## config.mk

```make
export PLATFORM = sky130hd
export DESIGN_NAME = post_code_capture
export DESIGN_NICKNAME = d
export VERILOG_FILES = /design/src/rtl/post_code_capture.sv
export SDC_FILE = /design/constraint.sdc
export NUM_CORES = 1
export LEC_CHECK = 0
export BUFFER_PORTS_ARGS = -buffer_cell sky130_fd_sc_hd__clkbuf_2
export CORE_MARGIN = 2
export CORE_UTILIZATION = 25
export CTS_CLUSTER_DIAMETER = 50
export DETAILED_ROUTE_END_ITERATION = 6
export GPL_ROUTABILITY_DRIVEN = 1
export GPL_TIMING_DRIVEN = 0
export RECOVER_POWER = 50
export SLEW_MARGIN = 0
export SYNTH_ARGS = -nofsm -noshare
export SYNTH_HDL_FRONTEND = slang
export SYNTH_SLANG_ARGS = --single-unit
```

## constraint.sdc

```tcl
create_clock -name clk -period 5.8 [get_ports clk]
set_input_delay 0 -clock clk [delete_from_list [all_inputs] [get_ports clk]]
set_output_delay 0 -clock clk [all_outputs]
set_load 0.1 [all_outputs]
```

## src/rtl/post_code_capture.sv

```systemverilog
// post_code_capture: ISA POST-code snooper for the boot overlay.
// Captures byte writes to the BASE_ADDR I/O port and commits one code on
// the falling edge of each qualified ISA write. It provides ASCII hex digits,
// a "present" flag that stays high for a fixed time, and a circular history
// that can be read by index (0 = most recent).
// Optional build macro: POST_CODE_DEDUP_EN. When it is defined, a code equal
// to the newest history entry refreshes the display but is not pushed again.
module post_code_capture #(
  parameter logic [19:0] BASE_ADDR   = 20'h00080,
  parameter logic [27:0] SHOW_CYCLES = 28'd143180000,
  parameter int          HIST_DEPTH  = 8,
  parameter int          IDX_W       = $clog2(HIST_DEPTH)
) (
  input  logic             clk,
  input  logic             reset,
  input  logic             isa_addr_en,
  input  logic             isa_io_write,
  input  logic [19:0]      isa_addr,
  input  logic [7:0]       isa_data,
  input  logic [IDX_W-1:0] hist_idx,
  output logic             post_code_present,
  output logic [7:0]       post_code_high_digit,
  output logic [7:0]       post_code_low_digit,
  output logic [7:0]       post_code_raw,
  output logic [IDX_W:0]   hist_count,
  output logic             hist_overflow,
  output logic             hist_valid,
  output logic [7:0]       hist_high_digit,
  output logic [7:0]       hist_low_digit
);

  localparam logic [27:0]      SHOW_LAST = SHOW_CYCLES - 28'd1;
  localparam logic [IDX_W:0]   HIST_FULL = (IDX_W + 1)'(HIST_DEPTH);
  localparam logic [IDX_W-1:0] PTR_ONE   = IDX_W'(1);
  localparam logic [7:0]       DASH      = 8'h2D;

  // Convert one nibble to its ASCII hex character ('0'-'9', 'A'-'F').
  function automatic logic [7:0] hex_ascii(input logic [3:0] nib);
    logic [7:0] ch;
    if (nib <= 4'd9) begin
      ch = 8'h30 + {4'h0, nib};
    end else begin
      ch = 8'h37 + {4'h0, nib};
    end
    return ch;
  endfunction

  // Bus front end state.
  logic       cs_s;
  logic       commit_s;
  logic       cs_q,    cs_d;
  logic       armed_q, armed_d;
  logic [7:0] data_q,  data_d;

  // Display state.
  logic        present_q, present_d;
  logic [27:0] timer_q,   timer_d;
  logic [7:0]  raw_q,     raw_d;
  logic [7:0]  high_q,    high_d;
  logic [7:0]  low_q,     low_d;

  // History state.
  logic [7:0]       mem_q [HIST_DEPTH];
  logic             dup_s;
  logic             push_s;
  logic [IDX_W-1:0] rd_addr_s;
  logic [IDX_W-1:0] wr_ptr_q,   wr_ptr_d;
  logic [IDX_W:0]   count_q,    count_d;
  logic             overflow_q, overflow_d;
  logic             hvalid_q,   hvalid_d;
  logic [7:0]       hhigh_q,    hhigh_d;
  logic [7:0]       hlow_q,     hlow_d;

  // Decode the POST port and detect the end of a write cycle.
  // armed_q blocks a commit until cs has been seen low after reset. This keeps
  // a cycle that was already in progress during reset from committing.
  always_comb begin
    cs_s     = (isa_addr == BASE_ADDR) & ~isa_addr_en & ~isa_io_write;
    cs_d     = cs_s;
    commit_s = cs_q & ~cs_s & armed_q;
    if (cs_s) begin
      data_d  = isa_data;
      armed_d = armed_q;
    end else begin
      data_d  = data_q;
      armed_d = 1'b1;
    end
  end

  // Register the bus front end. armed_q samples the live cs during reset.
  always_ff @(posedge clk) begin
    if (reset) begin
      cs_q    <= 1'b0;
      armed_q <= ~cs_s;
      data_q  <= 8'h00;
    end else begin
      cs_q    <= cs_d;
      armed_q <= armed_d;
      data_q  <= data_d;
    end
  end

  // Update the display on commit and time out the present flag. A commit
  // takes priority over expiry in the same cycle.
  always_comb begin
    present_d = present_q;
    timer_d   = timer_q;
    raw_d     = raw_q;
    high_d    = high_q;
    low_d     = low_q;
    if (commit_s) begin
      present_d = 1'b1;
      timer_d   = 28'd0;
      raw_d     = data_q;
      high_d    = hex_ascii(data_q[7:4]);
      low_d     = hex_ascii(data_q[3:0]);
    end else if (present_q) begin
      if (timer_q == SHOW_LAST) begin
        present_d = 1'b0;
        timer_d   = 28'd0;
      end else begin
        timer_d   = timer_q + 28'd1;
      end
    end else begin
      timer_d = 28'd0;
    end
  end

  // Register the display state. After reset the display shows "00" and is marked present.
  always_ff @(posedge clk) begin
    if (reset) begin
      present_q <= 1'b1;
      timer_q   <= 28'd0;
      raw_q     <= 8'h00;
      high_q    <= 8'h30;
      low_q     <= 8'h30;
    end else begin
      present_q <= present_d;
      timer_q   <= timer_d;
      raw_q     <= raw_d;
      high_q    <= high_d;
      low_q     <= low_d;
    end
  end

`ifdef POST_CODE_DEDUP_EN
  logic [IDX_W-1:0] last_addr_s;

  // Suppress a history push when the code repeats the newest entry.
  always_comb begin
    last_addr_s = wr_ptr_q - PTR_ONE;
    if (count_q != {(IDX_W + 1){1'b0}}) begin
      dup_s = (mem_q[last_addr_s] == data_q);
    end else begin
      dup_s = 1'b0;
    end
  end
`else
  // Every commit is pushed into the history.
  always_comb begin
    dup_s = 1'b0;
  end
`endif

  // Compute the history push, the pointer and count updates, and the indexed read.
  // The read uses the state from before the edge, so a push in the same cycle
  // becomes visible one cycle later.
  always_comb begin
    push_s     = commit_s & ~dup_s;
    wr_ptr_d   = wr_ptr_q;
    count_d    = count_q;
    overflow_d = overflow_q;
    if (push_s) begin
      wr_ptr_d = wr_ptr_q + PTR_ONE;
      if (count_q == HIST_FULL) begin
        overflow_d = 1'b1;
      end else begin
        count_d = count_q + {{IDX_W{1'b0}}, 1'b1};
      end
    end else begin
      wr_ptr_d = wr_ptr_q;
    end
    rd_addr_s = wr_ptr_q - PTR_ONE - hist_idx;
    hvalid_d  = ({1'b0, hist_idx} < count_q);
    if (hvalid_d) begin
      hhigh_d = hex_ascii(mem_q[rd_addr_s][7:4]);
      hlow_d  = hex_ascii(mem_q[rd_addr_s][3:0]);
    end else begin
      hhigh_d = DASH;
      hlow_d  = DASH;
    end
  end

  // Write the history RAM. Its contents are not reset; hist_count decides which entries are valid.
  always_ff @(posedge clk) begin
    if (push_s && !reset) begin
      mem_q[wr_ptr_q] <= data_q;
    end
  end

  // Register the history bookkeeping and the read port.
  always_ff @(posedge clk) begin
    if (reset) begin
      wr_ptr_q   <= {IDX_W{1'b0}};
      count_q    <= {(IDX_W + 1){1'b0}};
      overflow_q <= 1'b0;
      hvalid_q   <= 1'b0;
      hhigh_q    <= DASH;
      hlow_q     <= DASH;
    end else begin
      wr_ptr_q   <= wr_ptr_d;
      count_q    <= count_d;
      overflow_q <= overflow_d;
      hvalid_q   <= hvalid_d;
      hhigh_q    <= hhigh_d;
      hlow_q     <= hlow_d;
    end
  end

  assign post_code_present    = present_q;
  assign post_code_high_digit = high_q;
  assign post_code_low_digit  = low_q;
  assign post_code_raw        = raw_q;
  assign hist_count           = count_q;
  assign hist_overflow        = overflow_q;
  assign hist_valid           = hvalid_q;
  assign hist_high_digit      = hhigh_q;
  assign hist_low_digit       = hlow_q;

endmodule

```

; Word level (Yosys, flattened, before mapping)
; Memories as Yosys holds them, arrays and structs flattened.
; Index checks and enable logic that the tools add are counted.
[totals]
regBits = 88
ramBits = 64
input_bits = 35
mem_count = 1
[mem_list]
columns = memory, words, width, read_ports, rd_ports_with_merged_regs, wr, line_no
row1 = mem_q, 8, 8, 1, 0, 1, 63  ; logic [7:0] mem_q [HIST_DEPTH];
[op_classes]
addsub = 13
magnitude_cmp = 5
eq_ne = 4
n_mux = 10
bitwise = 10
reduce_logical = 7
[ops]
columns = op, count
row1 = "6-bit by 4-bit adder with 7-bit output, first input constant", 8
row2 = "28-bit by 1-bit adder with 28-bit output, second input constant", 1
row3 = "28-bit == test, second input constant", 1
row4 = 7-bit two-way mux, 4
row5 = "20-bit by 8-bit == test with 1-bit output, second input constant", 1
row6 = "4-bit less-or-equal comparator, second input constant", 4
row7 = 1-bit two-way mux, 6
row8 = 1-bit inverter, 6
row9 = "4-bit by 1-bit adder with 4-bit output, second input constant", 1
row10 = 1-bit bitwise AND, 4
row11 = "4-bit == test, second input constant", 1
row12 = 3-bit by 4-bit less-than comparator with 1-bit output, 1
row13 = 2-bit AND reduction, 2
row14 = 2-bit OR reduction, 2
row15 = 4-bit OR reduction, 1
row16 = "3-bit by 1-bit adder with 3-bit output, second input constant", 1
row17 = "3-bit by 1-bit subtractor with 3-bit output, second input constant", 1
row18 = 3-bit subtractor, 1
row19 = "2-bit inequality test, second input constant", 1
row20 = 1-bit logical AND, 1
row21 = 1-bit zero test, 1

; Longest topological paths before layout
[logic_depth]
depth_word = 9
mapped_depth = 14
depth_no_buf = 12

; Worst setup path after synthesis
; Ideal clock, no wire load.
[synth_path]
path_kind = reg-to-reg
start = reg wr_ptr_q[0]
end = reg hhigh_q[1], in the netlist hist_high_digit[1]
setup_time_ns = 0.064
arrival_ns = 3.167
required_ns = 5.736
slack_ns = 2.569
path_stages_with_launch = 14
period_less_slack_ns = 3.231
path_cell_list = dfxtp_1 ha_1 fa_1 clkbuf_1 buf_2 mux4_2 mux2i_2 inv_1 ha_1 nor2_1 nor2_1 o22ai_2 mux2_1 nor2_1
[synth_between]
elab_chain_len = 5
elab_cells_between_ends = 7
[synth_lines]
columns = element, line_no
row1 = start: declaration, 67  ; logic [IDX_W-1:0] wr_ptr_q, wr_ptr_d;
row2 = start signal: assignment, 204  ; wr_ptr_q <= {IDX_W{1'b0}};
row3 = start signal: assignment, 211  ; wr_ptr_q <= wr_ptr_d;
row4 = 3-bit by 1-bit subtractor with 3-bit output *, 183  ; rd_addr_s = wr_ptr_q - PTR_ONE - hist_idx;
row5 = 3-bit subtractor *, 183
row6 = memory 8 x 8 bit *, --
row7 = 6-bit by 4-bit adder with 7-bit output (tied with other cells), 43  ; ch = 8'h37 + {4'h0, nib};
row8 = 7-bit two-way mux *, 40  ; if (nib <= 4'd9) begin
row9 = end signal: assignment, 215  ; hhigh_q <= hhigh_d;
row10 = end: declaration, 71  ; logic [7:0] hhigh_q, hhigh_d;
; Mark *: on every way between the ends. The rest lies on a longest branch, timed or not.
; A chain may end at the register's enable or synchronous reset.

; Worst setup path after layout
[layout_path]
start = reg wr_ptr_q[0]
end = reg hlow_q[1], in the netlist hist_low_digit[1]
[layout_between]
elab_chain_len = 5
elab_cells_between_ends = 7
[layout_lines]
columns = element, line_no
row1 = 3-bit by 1-bit subtractor with 3-bit output *, 183
row2 = 3-bit subtractor *, 183
row3 = memory 8 x 8 bit *, --
row4 = 6-bit by 4-bit adder with 7-bit output (tied with other cells), 43
row5 = 7-bit two-way mux *, 40
row6 = end signal: assignment, 216  ; hlow_q <= hlow_d;
row7 = end: declaration, 72  ; logic [7:0] hlow_q, hlow_d;
; Marks and branches as above.

==> qor.txt <==
Status: finished clean
Layout cells sized above 1: 16.79%
Final Hold Violating Endpoints: 0
Placed Cells: 938
Worst reg2reg path depth: 13
CTS Buf Count: 17
Row cnt: 57
Vias post-DR: 4284
Chip width: 161.6 um
Clock sink count: 148
# port buffers: 77
Critical path peak fanout: 10
Count of pins over their slew limit: 0
RSZ-0062 raised after global routing: false
Fill count: 2535
CTS HTree Levels: 4
Capture point of the worst path: hist_low_digit[1]$_SDFF_PP0_
Hold path cells: 5
Total design power: 2295 uW
Non-Filler Instances: 979
Largest net degree at the start of global routing: 17
Critical Path End Type: register
Dominant synthesized flop cell: dfxtp_1
Max stage delay on crit path: 0.47 ns
Synth cell types: 57
# IOs: 82
Clock skew: 0.009820 ns
Post-DR wirelength/cell: 14.56 um
Hold buffers post-CTS: 9
Peak supply drop: 0.0001561 V
Final Core Density: 31.29%
Final setup fails: 0
Clock Latency Late Sink: 0.42 ns
GRT Util Overall: 11.54%
DP HPWL: 10.16 mm
Syn avg cell area: 11.67 um^2
Post-CTS sizing: 0
Die height: 161.6 um
Crit path time final: 3.858 ns
CTS tree: yes
Nature of the critical path startpoint: register
Leakage: 0.002619 uW
Max-cap violations: 0
Die area: 26120 um^2
Clk slew on worst S/H paths: 0.06 ns
Ys Warns: 0
Type of the worst setup path: register to register
HP Class: primary input to register
Vias in the first global route: 4196
WL final: 14.25 mm
Async set-or-reset flop fraction in the synthesized netlist: 0%
Final #Nets: 693
Mapped Cells: 532
Most area-consuming cells after synthesis: edfxtp_1 (31%), dfxtp_1 (27%), mux4_2 (5.8%), nand2_1 (3.8%), nor2_1 (3.5%)
Worst Setup SP: wr_ptr_q[0]$_SDFFE_PP0P_
Final period util: 66.53%
Area grow syn2layout: 22.86%
Sequential Area: 3613 um^2
Drt first pass iters: 4
Multi-input gate area in the final layout: 2396 um^2
CTS Root Cell: clkbuf_16
CP required: 6.16 ns
Rel. slew slack: 13.74%
Routed Antenna Nets: 0
Largest delay share family, worst path: multiplexers
Routability cong.: 0.7649
Initial Util: 25.46%
Antenna violations before repair: 0
CP max-delay cell: fa_1
Post-synthesis sequential area ratio: 58.18%
Post-Syn Area: 6211 um^2
Flops & latches, synth: 148
CP cell instances: ha_1 > fa_1 > clkbuf_1 > buf_2 > mux4_2 > mux2i_2 > inv_1 > ha_1 > nor2_1 > nor2_1 > o22ai_2 > mux2_1 > nor2_1
CP bufs+invs: 3
Clock buffer depth: 2
Drc violations: 0
Setup bufs post-CTS: 0
Worst r2r dst: hist_low_digit[1]$_SDFF_PP0_
Synth top area share: 31.43%
Least-Margin Pin Slew: 1.284 ns
First-pass GRT wire length: 23.05 mm
DRT iter0 DRCs: 208
Total core area: 24390 um^2
Antenna diodes: 0
Fmax: 0.2592 GHz
Pwr/cell area: 300.7 nW/um^2
Via density: 4.376
Area leader, netlist: edfxtp_1
Setup TNS: 0 ns
EDFF count, synth: 65
Most used cell, CP: nor2_1
Cell count along the critical path: 13
Critical path arrival: 4.22 ns
GR Overflow Total: 0
RR Startpoint: wr_ptr_q[0]$_SDFFE_PP0P_
Reg2Reg Setup Slack: 1.94 ns
==> flip-flops by register name, summed over array words and instances, names as in the netlist <==
| register | cells |
|---|---|
| mem_q | 64 |
| timer_q | 28 |
| data_q | 8 |
| post_code_raw | 8 |
| hist_high_digit | 7 |
| hist_low_digit | 7 |
| post_code_high_digit | 7 |
| post_code_low_digit | 7 |
| hist_count | 4 |
| wr_ptr_q | 3 |
| armed_q | 1 |
| cs_q | 1 |
| hist_overflow | 1 |
| hist_valid | 1 |
| post_code_present | 1 |
==> placed cells by master (no fill, tap or decap), types with 15 or more instances in the layout <==
| master | synthesis | final |
|---|---|---|
| ha_1 | 15 | 15 |
| clkbuf_1 | 8 | 59 |
| mux4_2 | 16 | 16 |
| xor2_1 | 17 | 17 |
| inv_1 | 16 | 16 |
| a21oi_1 | 34 | 35 |
| clkbuf_16 | 0 | 18 |
| dfxtp_1 | 83 | 83 |
| edfxtp_1 | 65 | 65 |
| nor2_1 | 58 | 59 |
| nand2_1 | 63 | 63 |
| clkbuf_2 | 0 | 34 |
==> report_power, final <==
group	internal, uW	switching (uW)	total [uW]
registers	1090	2.37	1090
clock network	639	418	1060
logic	47.4	102	149
total	1770	522	2290
==> cell usage after synthesis (3+ instances only) <==
| library cell | count |
|---|---|
| clkbuf_1 | 8 |
| edfxtp_1 | 65 |
| and4_1 | 3 |
| nand2b_1 | 7 |
| a21boi_0 | 3 |
| nand3_1 | 14 |
| nand4_1 | 10 |
| dfxtp_1 | 83 |
| nor3_1 | 8 |
| mux4_2 | 16 |
| ha_1 | 15 |
| buf_2 | 9 |
| nor2_1 | 58 |
| a21oi_1 | 34 |
| inv_1 | 16 |
| or3_1 | 4 |
| nor4_1 | 9 |
| xnor2_1 | 13 |
| buf_4 | 8 |
| a21o_1 | 6 |
| mux2i_1 | 6 |
| xor2_1 | 17 |
| nand2_1 | 63 |
| o21ai_0 | 10 |
==> how the worst min path moves through the flow <==
stage                     slack, ns                endpoint         from
after floorplan                0.14  data_q[2]$_SDFFE_PP0N_  isa_data[2]
after global placement         0.23  data_q[6]$_SDFFE_PP0N_  isa_data[6]
after detailed placement       0.23  data_q[6]$_SDFFE_PP0N_  isa_data[6]
after CTS                      0.02  data_q[4]$_SDFFE_PP0N_  isa_addr[4]
after global routing           0.06  data_q[1]$_SDFFE_PP0N_  isa_addr[4]
final                          0.04  data_q[4]$_SDFFE_PP0N_  isa_addr[4]
==> routing by layer <==
| layer | track usage (%) | share of wire (%) | vias up |
|---|---|---|---|
| met2 | 19.89 | 50 | 104 |
| met3 | 3.416 | 4.8 | 13 |
| met1 | 14.42 | 44 | 2050 |
| met4 | 2.293 | 0.77 | 0 |
| met5 | 0 | 0 | - |
| li1 | - | - | 2117 |
==> worst min-delay path, stage by stage <==
cell      delay, ns
clkbuf_2       0.11
nor4_4         0.07
a21oi_1        0.12
a21oi_1        0.05
nor2_1         0.07
==> area by class of cell <==
type / count / area share (%)
Multi-Input combinational cell: 344 / 31.40
Sequential cell: 148 / 47.35
Timing Repair Buffer: 88 / 5.706
Tap cell: 324 / 5.312
Clock inverter: 8 / 1.000
Buffer: 27 / 1.968
Clock buffer: 24 / 6.476
Inverter: 16 / 0.7870
==> logic make-up (layout without fill, tap and decap cells) <==
logic type / after synthesis / after routing / synth area share (%)
mux: 26 / 26 / 7.575
fa+ha+maj: 16 / 16 / 3.344
compound gates: 68 / 68 / 6.809
simple gates: 199 / 199 / 15.94
xor+xnor: 31 / 31 / 4.593
other cells: 1 / 4 / 0.06038
flops: 148 / 148 / 58.18
buf+inv: 43 / 163 / 3.505
==> through the flow <==
| stage | worst slack, ns | instance area, um^2 | hold WS (ns) |
|---|---|---|---|
| after global placement | 1.940 | 7013 | 0.2333 |
| final | 1.942 | 7631 | 0.04098 |
| after floorplan | 2.569 | 6222 | 0.1360 |
| after global routing | 1.631 | 7631 | 0.05538 |
| after detailed placement | 1.889 | 7041 | 0.2338 |
| after CTS | 1.889 | 7701 | 0.02007 |
Power figures use the tool's default switching activity.
